**src/rtl/comb_result_pkg.sv**
```systemverilog
// Shared types and widths for the combinational-result buffer.
// Latency: n/a (declarations only).
// Backpressure: n/a.
package comb_result_pkg;

    localparam int R1_W      = 5;
    localparam int R2_W      = 8;
    localparam int R3_W      = 4;
    localparam int DEF_DEPTH = 4;
    localparam int DEF_CNT_W = 8;

    // One buffered result, overflow flag in the MSB.
    typedef struct packed {
        logic            overflow;
        logic [R3_W-1:0] result3;
        logic [R2_W-1:0] result2;
        logic [R1_W-1:0] result1;
    } entry_t;

    // Occupancy state of the buffer.
    typedef enum logic [1:0] {
        ST_EMPTY   = 2'd0,
        ST_PARTIAL = 2'd1,
        ST_FULL    = 2'd2
    } occ_e;

endpackage

```
**src/rtl/sat_counter.sv**
```systemverilog
// Saturating event counter; holds at all-ones.
// Latency: count reflects an increment one clock after inc_i.
// Backpressure: none; increments beyond saturation are ignored.
module sat_counter #(
    parameter int WIDTH = 8
) (
    input  logic             clk,
    input  logic             rst_n,
    input  logic             inc_i,
    output logic [WIDTH-1:0] cnt_o
);

    logic [WIDTH-1:0] cnt_q;

    // Count up on each event until every bit is set, then hold.
    always_ff @(posedge clk or negedge rst_n) begin
        if (!rst_n) begin
            cnt_q <= '0;
        end else if (inc_i && (cnt_q != {WIDTH{1'b1}})) begin
            cnt_q <= cnt_q + WIDTH'(1);
        end
    end

    assign cnt_o = cnt_q;

endmodule

```
**src/rtl/comb_result_fifo.sv**
```systemverilog
// Show-ahead result buffer behind a combinational stage, with drop/overflow stats.
// Latency: an entry pushed at edge N is visible on out_* from edge N; no bypass when empty.
// Backpressure: in_ready low when full; pushes attempted while full are dropped and counted.
module comb_result_fifo
    import comb_result_pkg::*;
#(
    parameter int DEPTH = DEF_DEPTH,
    parameter int CNT_W = DEF_CNT_W
) (
    input  logic                     clk,
    input  logic                     rst_n,
    input  logic                     clk_en,
    input  logic                     in_valid,
    input  logic [R1_W-1:0]          in_result1,
    input  logic [R2_W-1:0]          in_result2,
    input  logic [R3_W-1:0]          in_result3,
    input  logic                     in_overflow,
    input  logic                     flush,
    output logic                     in_ready,
    output logic                     out_valid,
    input  logic                     out_ready,
    output logic [R1_W-1:0]          out_result1,
    output logic [R2_W-1:0]          out_result2,
    output logic [R3_W-1:0]          out_result3,
    output logic                     out_overflow,
    output logic [$clog2(DEPTH):0]   count,
    output logic                     full,
    output logic                     empty,
    output logic [CNT_W-1:0]         drop_cnt,
    output logic [CNT_W-1:0]         ovf_cnt
);

    localparam int PW = $clog2(DEPTH);
    localparam int CW = PW + 1;

    occ_e           state_q, state_d;
    logic [PW-1:0]  wr_ptr_q, wr_ptr_d;
    logic [PW-1:0]  rd_ptr_q, rd_ptr_d;
    logic [CW-1:0]  count_q, count_d;
    entry_t         mem_q [DEPTH];
    entry_t         wr_entry;
    entry_t         head;

    logic push, pop, drop, ovf_inc;

    // Flush wins over everything: nothing is stored, popped or counted that cycle.
    assign push    = in_valid & clk_en & (state_q != ST_FULL) & ~flush;
    assign pop     = (state_q != ST_EMPTY) & out_ready & ~flush;
    assign drop    = in_valid & clk_en & (state_q == ST_FULL) & ~flush;
    assign ovf_inc = push & in_overflow;

    assign wr_entry = '{overflow: in_overflow, result3: in_result3,
                        result2: in_result2, result1: in_result1};

    // Next-state for pointers, occupancy count and occupancy state.
    always_comb begin
        state_d  = state_q;
        wr_ptr_d = wr_ptr_q;
        rd_ptr_d = rd_ptr_q;
        count_d  = count_q;
        if (flush) begin
            state_d  = ST_EMPTY;
            wr_ptr_d = '0;
            rd_ptr_d = '0;
            count_d  = '0;
        end else begin
            if (push) wr_ptr_d = wr_ptr_q + PW'(1);
            if (pop)  rd_ptr_d = rd_ptr_q + PW'(1);
            count_d = count_q + CW'(push) - CW'(pop);
            case (state_q)
                ST_EMPTY:   if (push) state_d = ST_PARTIAL;
                ST_PARTIAL: begin
                    if (push && !pop && (count_q == CW'(DEPTH - 1)))
                        state_d = ST_FULL;
                    else if (pop && !push && (count_q == CW'(1)))
                        state_d = ST_EMPTY;
                end
                ST_FULL:    if (pop) state_d = ST_PARTIAL;
                default:    state_d = ST_EMPTY;
            endcase
        end
    end

    // Control state register.
    always_ff @(posedge clk or negedge rst_n) begin
        if (!rst_n) begin
            state_q  <= ST_EMPTY;
            wr_ptr_q <= '0;
            rd_ptr_q <= '0;
            count_q  <= '0;
        end else begin
            state_q  <= state_d;
            wr_ptr_q <= wr_ptr_d;
            rd_ptr_q <= rd_ptr_d;
            count_q  <= count_d;
        end
    end

    // Entry storage; unreset because the output gate hides it while empty.
    always_ff @(posedge clk) begin
        if (push) mem_q[wr_ptr_q] <= wr_entry;
    end

    assign head = (state_q == ST_EMPTY) ? entry_t'('0) : mem_q[rd_ptr_q];

    assign out_result1  = head.result1;
    assign out_result2  = head.result2;
    assign out_result3  = head.result3;
    assign out_overflow = head.overflow;
    assign full         = (state_q == ST_FULL);
    assign empty        = (state_q == ST_EMPTY);
    assign in_ready     = ~full;
    assign out_valid    = ~empty;
    assign count        = count_q;

    sat_counter #(.WIDTH(CNT_W)) u_drop_cnt (
        .clk   (clk),
        .rst_n (rst_n),
        .inc_i (drop),
        .cnt_o (drop_cnt)
    );

    sat_counter #(.WIDTH(CNT_W)) u_ovf_cnt (
        .clk   (clk),
        .rst_n (rst_n),
        .inc_i (ovf_inc),
        .cnt_o (ovf_cnt)
    );

endmodule

```
**config.mk**
```make
export PLATFORM = sky130hd
export DESIGN_NAME = comb_result_fifo
export DESIGN_NICKNAME = d
export VERILOG_FILES = /design/src/rtl/comb_result_pkg.sv /design/src/rtl/sat_counter.sv /design/src/rtl/comb_result_fifo.sv
export SDC_FILE = /design/constraint.sdc
export NUM_CORES = 1
export LEC_CHECK = 0
export CAP_MARGIN = 20
export CORE_UTILIZATION = 53
export DETAILED_ROUTE_END_ITERATION = 16
export MAX_ROUTING_LAYER = met4
export PLACE_DENSITY = 0.79
export SLEW_MARGIN = 20
export SYNTH_ARGS = -nofsm -noshare
export SYNTH_HDL_FRONTEND = slang
export SYNTH_SLANG_ARGS = --single-unit
```
**constraint.sdc**
```tcl
create_clock -name clk -period 2.9 [get_ports clk]
set_clock_uncertainty 0.2 [all_clocks]
set_input_delay 0.29 -clock clk [delete_from_list [all_inputs] [get_ports clk]]
set_output_delay 0.29 -clock clk [all_outputs]
set_load 0.1 [all_outputs]
```
==> results of run 1 <==
cells in the mapped netlist (all sizes together):
cell and count:
inv 8, nand3 9, edfxtp 72, fa 1
o21a 1, ha 7, mux4 18, nor3 3
a21oi 2, and3b 2, nand2 14, a31oi 2
clkbuf 3, nand3b 1, a311o 1, a32o 1
and4 2, nor2b 3, dfrtp 25, nand4 4
and2 18, xnor2 4, nor3b 2, nor2 16
and3 6, nor4 1, xor2 8, o21ai 5
buf 6, nand2b 2, or3b 1, mux2 7
o211a 1
logic make-up (layout without fill, tap and decap cells):
group,count (synthesis),count (layout),synth area share
buf+inv,17,95,0.0186
simple gates,84,84,0.110
mux,25,25,0.118
compound gates,13,13,0.0217
fa+ha+maj,8,8,0.0262
flops,97,97,0.679
xor+xnor,12,12,0.0256
critical path, delay by kind of cell, from the launching register on:
family | cells | cell delay (ps)
DFF | 1 | 580
buffers and inverters | 2 | 400
and+or+nand+nor | 1 | 200
muxes | 1 | 530
power by group through the flow:
stage | clock network, mW | registers, mW | logic [mW]
after global placement | 0 | 1.62 | 0.653
after detailed placement | 0 | 1.62 | 0.660
after CTS | 0.950 | 1.59 | 0.661
final | 0.930 | 1.59 | 0.655
after global routing | 1.02 | 1.60 | 0.681
after floorplan | 0 | 1.82 | 0.245
worst paths after layout:
path	slack, ps	cells after the start	to	start
setup / recovery	340	4	out_result1[4]	rd_ptr_q[0]
hold / removal	100	2	u_ovf_cnt.cnt_o[3]	rst_n
setup reg to reg	410	10	count[2]	state_q[0]
hold reg to reg	320	1	u_ovf_cnt.cnt_o[5]	u_ovf_cnt.cnt_o[5]
max in group asynchronous	2150	2	wr_ptr_q[0]	rst_n
min in group clk	320	1	u_ovf_cnt.cnt_o[5]	u_ovf_cnt.cnt_o[5]
per-layer routing:
layer	share of wire	routed length, microns	vias to the layer above
met2	0.52	3810	80
met3	0.052	380	7
met1	0.42	3100	1180
li1	-	-	1109
met4	0.0072	53	0
met5	0	0	-
final cells by class:
type / count / area share
flip-flops and latches: 97 / 0.533
multi-input cells: 142 / 0.237
repair buffers: 72 / 0.160
clock buffers: 9 / 0.0237
well taps: 99 / 0.0237
clock inverters: 6 / 0.0170
inverters: 8 / 0.00574
registers in the layout, indices dropped and copies added (netlist names):
register          cells
u_drop_cnt.cnt_o      8
mem_q                72
wr_ptr_q              2
u_ovf_cnt.cnt_o       8
rd_ptr_q              2
state_q               2
count                 3
stage by stage:
stage	power (mW)	hold WS (ps)	worst slack [ps]	std cells
final	3.17	97.7	344	433
after CTS	3.20	99.0	311	433
after floorplan	2.07	-206	22.7	256
after detailed placement	2.28	316	448	418
after global routing	3.30	117	213	433
after global placement	2.27	300	527	418
==> metrics.txt, run 1 <==
Slowest cell on crit path=dfrtp_1; endpoints failing hold=0; Post-DRT Antenna Nets=0; met1 usage=0.265; syn avg cell area=16.0 sq um; FF/Latch Area=2790 sq um; Flop pwr share=0.501; most used routing layer=met2; Post-Synthesis Cells=256; PortBufs=64; global-route met3 utilization=0.0448; synth warn=0; CTS H-tree lvls=3; HP Class=in -> async; antenna cells=0; GRT overflow=0; P_int=2.22 mW; # IOs=65; Detail Placement HPWL=5030 microns; GR Util All Layers=0.203; Required @ worst endpoint=2410 ps; Via density=5.49; largest net degree at the start of global routing=26; minimum clock period=2560 ps; Comb power frac=0.206; RePlAce Congestion=0.800; Yosys cell types=38; die area=8100 sq um; clock root buffer=clkbuf_8; Syn Std Cell Area=4100 sq um; most frequent cells in the layout=edfxtp_1, buf_4, dfrtp_1; Slew @ Worst Pin=404 ps; Worst IR Drop VDD=0.669 mV; area of the multi-input gates=1240 sq um; clk slew on worst S/H paths=90 ps; Power Density=607 nW/um^2; clock sinks=97; Sw Pwr=955 uW; CTS Buf Count=9; Critical Path AT=2070 ps; CTS tree=built; Skew-Pair Late Insertion Delay=350 ps; via count=2,376; global-route wire length before repair=12,200 microns; Post-Syn Nets=288; PostCTS Resize Cnt=0; area delta synth->final=27.5%; max-cap viol count=0; most common cell after layout, fill and taps aside=edfxtp_1; antenna violations before repair=0; row count=31; core area=7370 sq um; Yosys reg bits=97; Seq/Total Area, Yosys=0.679; WL/cell=17.0 microns; CP Capture Type=primary output; critical path cell sequence=buf_12 > mux4_2 > and2_1 > buf_12; fin util=0.710; clock buffer depth=2; met2 GRT Util=0.327; number of global-route vias before repair=2,452; Post CTS Setup Buffer Count=0; die width=90.0 microns; Die Ht=90.0 microns; post-layout net count=362; # DRC=0; # fillers=480; Rel. slew slack=0.731; RSZ-0062 raised after global routing=no; DP Area=5020 sq um; Initial Util=0.557; max-slew violations=0; fin area=5230 sq um; top cells by area, synth=edfxtp_1, dfrtp_1, mux4_2, and2_1, ha_1; Yosys top cell by area=edfxtp_1; DRT Wirelength=7340 microns; timing-limited maximum frequency=391 MHz; Clock Power Share=0.293; setup TNS=0 ps; worst-path fanout max=15; critical path class=reg -> out; Final Cycle Share=0.881; Slowest Stage Delay on Critical Path=580 ps; startpoint types=flip-flop; post-synth top area share=0.527; most frequent CP cell=buf_12; CTS hold repair buffers=0; Leakage=2.00 nW; drt pass-1 iters=4; final setup vio count=0; 1st-iter DRT viols=212; outcome=finished clean; layout cell share with drive strength beyond 1=0.257; switching share of power=0.301
Note: power is estimated with default switching activity, not from simulation.
==> run 2: changes to the inputs <==
- REMOVE_ABC_BUFFERS: default -> 1
- SETUP_SLACK_MARGIN: default -> 0.5
==> run 2 against run 1 <==
  * Die area unchanged
  * Power down 1.1%
  * Cell area is essentially flat
  * Non-clock buffer count increased by 1
  * Cell count rose by 0.46%
  * Clock power shrank 4.7%
  * Largest power group unchanged
==> metrics.txt, run 2 (synthesis gave the netlist of run 1 again) <==
final setup vio count=0 (unchanged); reg-to-reg startpoint=state_q[0] (unchanged); HP Class=in -> async (unchanged); Slowest Stage Delay on Critical Path=510 ps (was 580 ps); CTS hold repair buffers=0 (unchanged); # DRC=0 (unchanged); timing-limited maximum frequency=430 MHz (was 391 MHz); clock sinks=97 (unchanged); critical path cell sequence=buf_4 > mux4_2 > and2_1 > buf_12 (was buf_12 > mux4_2 > and2_1 > buf_12); CTS Buf Count=9 (unchanged); Post CTS Setup Buffer Count=0 (unchanged); clock root buffer=clkbuf_8 (unchanged); crit path launch=rd_ptr_q[0] (unchanged); minimum clock period=2320 ps (was 2560 ps); Final Cycle Share=0.801 (was 0.881); number of global-route vias before repair=2,498 (was 2,452); core area=7370 sq um (unchanged); antenna violations before repair=0 (unchanged); RePlAce Congestion=0.796 (was 0.800); setup TNS=0 ps (unchanged); drt pass-1 iters=4 (unchanged); RSZ-0062 raised after global routing=no (unchanged); fin util=0.710 (about the same); Via density=5.50 (was 5.49); clk slew on worst S/H paths=90 ps (about the same); via count=2,392 (was 2,376); # IOs=65 (unchanged); area delta synth->final=27.6% (was 27.5%); r2r worst-path depth=10 (unchanged); post-layout net count=363 (was 362); outcome=finished clean (unchanged); critical path class=reg -> out (unchanged); R2R Path End=count[2] (unchanged); CTS H-tree lvls=3 (unchanged); CP Capture Type=primary output (unchanged); reg2reg setup slack=630 ps (was 410 ps); global-route wire length before repair=12,400 microns (was 12,200 microns); Critical Path AT=1830 ps (was 2070 ps); max-slew violations=0 (unchanged); die area=8100 sq um (unchanged); Reg with most FFs=mem_q (unchanged); layout cell share with drive strength beyond 1=0.262 (was 0.257); GR Util All Layers=0.207 (was 0.203); Power Density=600 nW/um^2 (was 607 nW/um^2); 1st-iter DRT viols=199 (was 212); Worst Setup EP=out_result1[4] (unchanged); DRT Wirelength=7640 microns (was 7340 microns); worst-path fanout max=7 (was 15); Detail Placement HPWL=5090 microns (was 5030 microns); Post-DRT Antenna Nets=0 (unchanged); Slowest cell on crit path=mux4_2 (was dfrtp_1); row count=31 (unchanged); most common cell after layout, fill and taps aside=edfxtp_1 (unchanged); crit-path leading delay family=multiplexers (was flip-flops); Rel. slew slack=0.722 (was 0.731); Initial Util=0.557 (unchanged); antenna cells=0 (unchanged); max-cap viol count=0 (unchanged); Worst IR Drop VDD=0.731 mV (was 0.669 mV); most frequent cells in the layout=edfxtp_1, buf_4, dfrtp_1 (unchanged); PortBufs=64 (unchanged); WP buf/inv=2 (unchanged); Required @ worst endpoint=2410 ps (about the same); startpoint types=flip-flop (unchanged); WL/cell=17.6 microns (was 17.0 microns); die width=90.0 microns (unchanged); endpoints failing hold=0 (unchanged); Largest register FFs=72 (unchanged); Leakage=2.00 nW (about the same); Skew-Pair Late Insertion Delay=350 ps (about the same); Die Ht=90.0 microns (unchanged); clock buffer depth=2 (unchanged); Crit path depth=4 (unchanged); CTS tree=built (unchanged); Slew @ Worst Pin=413 ps (was 404 ps); GRT overflow=0 (unchanged); largest net degree at the start of global routing=26 (unchanged)
## run 2: worst min-delay path by stage
stage	slack, ps	start	end	cells after the start
after floorplan	-210	rst_n	count[0]	0
after global placement	300	u_ovf_cnt.cnt_o[5]	u_ovf_cnt.cnt_o[5]	1
after detailed placement	310	u_ovf_cnt.cnt_o[5]	u_ovf_cnt.cnt_o[5]	1
after CTS	110	rst_n	u_ovf_cnt.cnt_o[4]	2
after global routing	160	rst_n	wr_ptr_q[0]	2
final	100	rst_n	u_ovf_cnt.cnt_o[0]	2
## run 2: timing repair
action,4_1_cts,5_1_grt
resized for setup,2,3
setup endpoints to repair,9,6
hold endpoints to repair,0,0
## run 2: per-stage QoR
stage / instance area, sq um / worst slack [ps] / power, mW / cells / hold WS [ps]
finish: 5230 / 576 / 3.14 / 435 / 101
global route: 5230 / 509 / 3.24 / 435 / 159
CTS: 5220 / 525 / 3.15 / 435 / 106
detailed placement: 5010 / 463 / 2.28 / 419 / 313
global placement: 5010 / 501 / 2.27 / 419 / 300
floorplan: 4060 / -746 / 2.06 / 247 / -206
## run 2: metal layers
layer  global-route usage  routed length [microns]
met1                0.261                     3340
met2                0.349                     3890
met3               0.0305                      355
met4               0.0712                       55
met5                    -                        0
## run 2: layout make-up
cell class	count	area (sq um)
fill	511	2140
sequential	97	2790
clock buffer	11	141
inverter	8	30.0
clock inverter	5	61.3
multi-input combinational	142	1250
timing repair buffer	73	843
tap	99	124
## run 2: power breakdown
part           total (mW)  internal (mW)  switching (mW)
combinational       0.665          0.200           0.465
sequential           1.59           1.54          0.0485
clock               0.886          0.430           0.456
==> run 3: changes to the inputs <==
- clock period: 2.9 -> 2.21 ns (I/O delays scaled with it)
==> run 3 against run 2 <==
  * The flow now finishes with violations (negative setup slack)
  * Critical path type unchanged
  * Via count increased by 15%
  * Largest cell class unchanged
  * Core utilization increased by 13 points
  * Power increased by 34%
==> metrics.txt, run 3 (synthesis gave the netlist of run 1 again) <==
outcome=finished, violations left (was finished clean); failing checks=negative setup slack; RePlAce Congestion=0.805 (was 0.796); # IOs=65 (unchanged); via count=2,754 (was 2,392); Power Density=682 nW/um^2 (was 600 nW/um^2); clock root buffer=clkbuf_8 (unchanged); Detail Placement HPWL=5240 microns (was 5090 microns); CTS tree=built (unchanged); die width=90.0 microns (unchanged); Reg with most FFs=mem_q (unchanged); Slowest Stage Delay on Critical Path=490 ps (was 510 ps); Final Cycle Share=1.02; Crit path depth=4 (unchanged); Worst IR Drop VDD=0.760 mV (was 0.731 mV); area delta synth->final=50.7% (was 27.6%); Die Ht=90.0 microns (unchanged); reg2reg setup slack=150 ps (was 630 ps); post-layout net count=410 (was 363); # DRC=0 (unchanged); Largest register FFs=72 (unchanged); r2r worst-path depth=8 (was 10); antenna violations before repair=0 (unchanged); HP Class=in -> async (unchanged); critical path cell sequence=clkbuf_16 > mux4_2 > and2_4 > buf_12 (was buf_4 > mux4_2 > and2_1 > buf_12); Leakage=2.41 nW (was 2.00 nW); Slew @ Worst Pin=390 ps (was 413 ps); Non-Filler Instances=482 (was 435); startpoint types=flip-flop (unchanged); 1st-iter DRT viols=142 (was 199); most common cell after layout, fill and taps aside=edfxtp_1 (unchanged); CTS H-tree lvls=3 (unchanged); largest net degree at the start of global routing=26 (unchanged); max-cap viol count=0 (unchanged); clk slew on worst S/H paths=100 ps (was 90 ps); core area=7370 sq um (unchanged); Post-DRT Antenna Nets=0 (unchanged); CP Capture Type=primary output (unchanged); most frequent cells in the layout=edfxtp_1, buf_4, buf_12 (was edfxtp_1, buf_4, dfrtp_1); row count=31 (unchanged); CTS Buf Count=9 (unchanged); WP buf/inv=2 (unchanged); endpoints failing hold=0 (unchanged); DRT Wirelength=10,200 microns (was 7640 microns); clock sinks=97 (unchanged); die area=8100 sq um (unchanged); drt pass-1 iters=4 (unchanged); max-slew violations=0 (unchanged); WL/cell=21.1 microns (was 17.6 microns); Initial Util=0.557 (unchanged); layout cell share with drive strength beyond 1=0.514 (was 0.262); placed cells=432 (was 419); clock buffer depth=2 (unchanged); global-route wire length before repair=13,900 microns (was 12,400 microns); Critical Path AT=1830 ps (about the same); RSZ-0062 raised after global routing=yes (was no); R2R Path End=count[1] (was count[2]); Slowest cell on crit path=mux4_2 (unchanged); critical path class=reg -> out (unchanged); reg-to-reg startpoint=state_q[0] (unchanged); Required @ worst endpoint=1790 ps (was 2410 ps); GR Util All Layers=0.235 (was 0.207); setup TNS=-253 ps (was 0 ps); crit-path leading delay family=multiplexers (unchanged); PnR worst setup slack=-40.7 ps (was 576 ps); minimum clock period=2250 ps; GRT overflow=0 (unchanged); number of global-route vias before repair=2,779 (was 2,498); antenna cells=0 (unchanged); timing-limited maximum frequency=444 MHz; Rel. slew slack=0.739 (was 0.722); PortBufs=64 (unchanged); worst-path fanout max=7 (unchanged); Skew-Pair Late Insertion Delay=350 ps (about the same); Via density=5.71 (was 5.50); final setup vio count=12 (was 0)
-- run 3: power breakdown --
part | internal [mW] | switching, mW
sequential | 2.02 | 0.0692
combinational | 0.365 | 0.678
clock | 0.434 | 0.654
total | 2.82 | 1.40
-- run 3: per-stage QoR --
step	power [mW]	area [sq um]	hold slack [ps]	utilization	worst slack, ps
5_1_grt	4.34	6180	48.5	0.839	-96.9
3_5_place_dp	3.01	5210	314	0.707	-131
6_report	4.22	6180	18.9	0.839	-40.7
3_3_place_gp	3.00	5210	298	0.707	-23.4
4_1_cts	4.12	5910	23.3	0.802	-48.7
2_1_floorplan	2.70	4060	-275	-	-1370
-- run 3: repair_timing --
action,in CTS,in global routing
resized for setup,78,39
endpoints found under the setup margin,107,115
hold buffers,0,1
pin swaps,19,22
gates cloned,5,1
setup buffers,17,10
hold endpoints to repair,0,1
-- run 3: layer usage --
layer / global-route usage / part of all wire
met1: 0.264 / 0.38
met2: 0.422 / 0.55
met5: - / 0
met3: 0.0415 / 0.052
met4: 0.0847 / 0.022
-- run 3: worst max path at each step --
stage,start,end,slack (ps)
3_5_place_dp,flush,count[2],-130
3_3_place_gp,flush,count[2],-20
4_1_cts,rd_ptr_q[0],out_result3[2],-50
6_report,rd_ptr_q[0],out_result2[0],-40
5_1_grt,rd_ptr_q[0],out_result1[2],-100
2_1_floorplan,state_q[1],out_overflow,-1370
-- run 3: cell type report --
class                      instances  area [sq um]
timing repair buffer             120          1490
tap                               99           124
multi-input combinational        142          1550
fill                             333          1190
sequential                        97          2790
inverter                           8          40.0
clock buffer                       9           124
clock inverter                     7          61.3
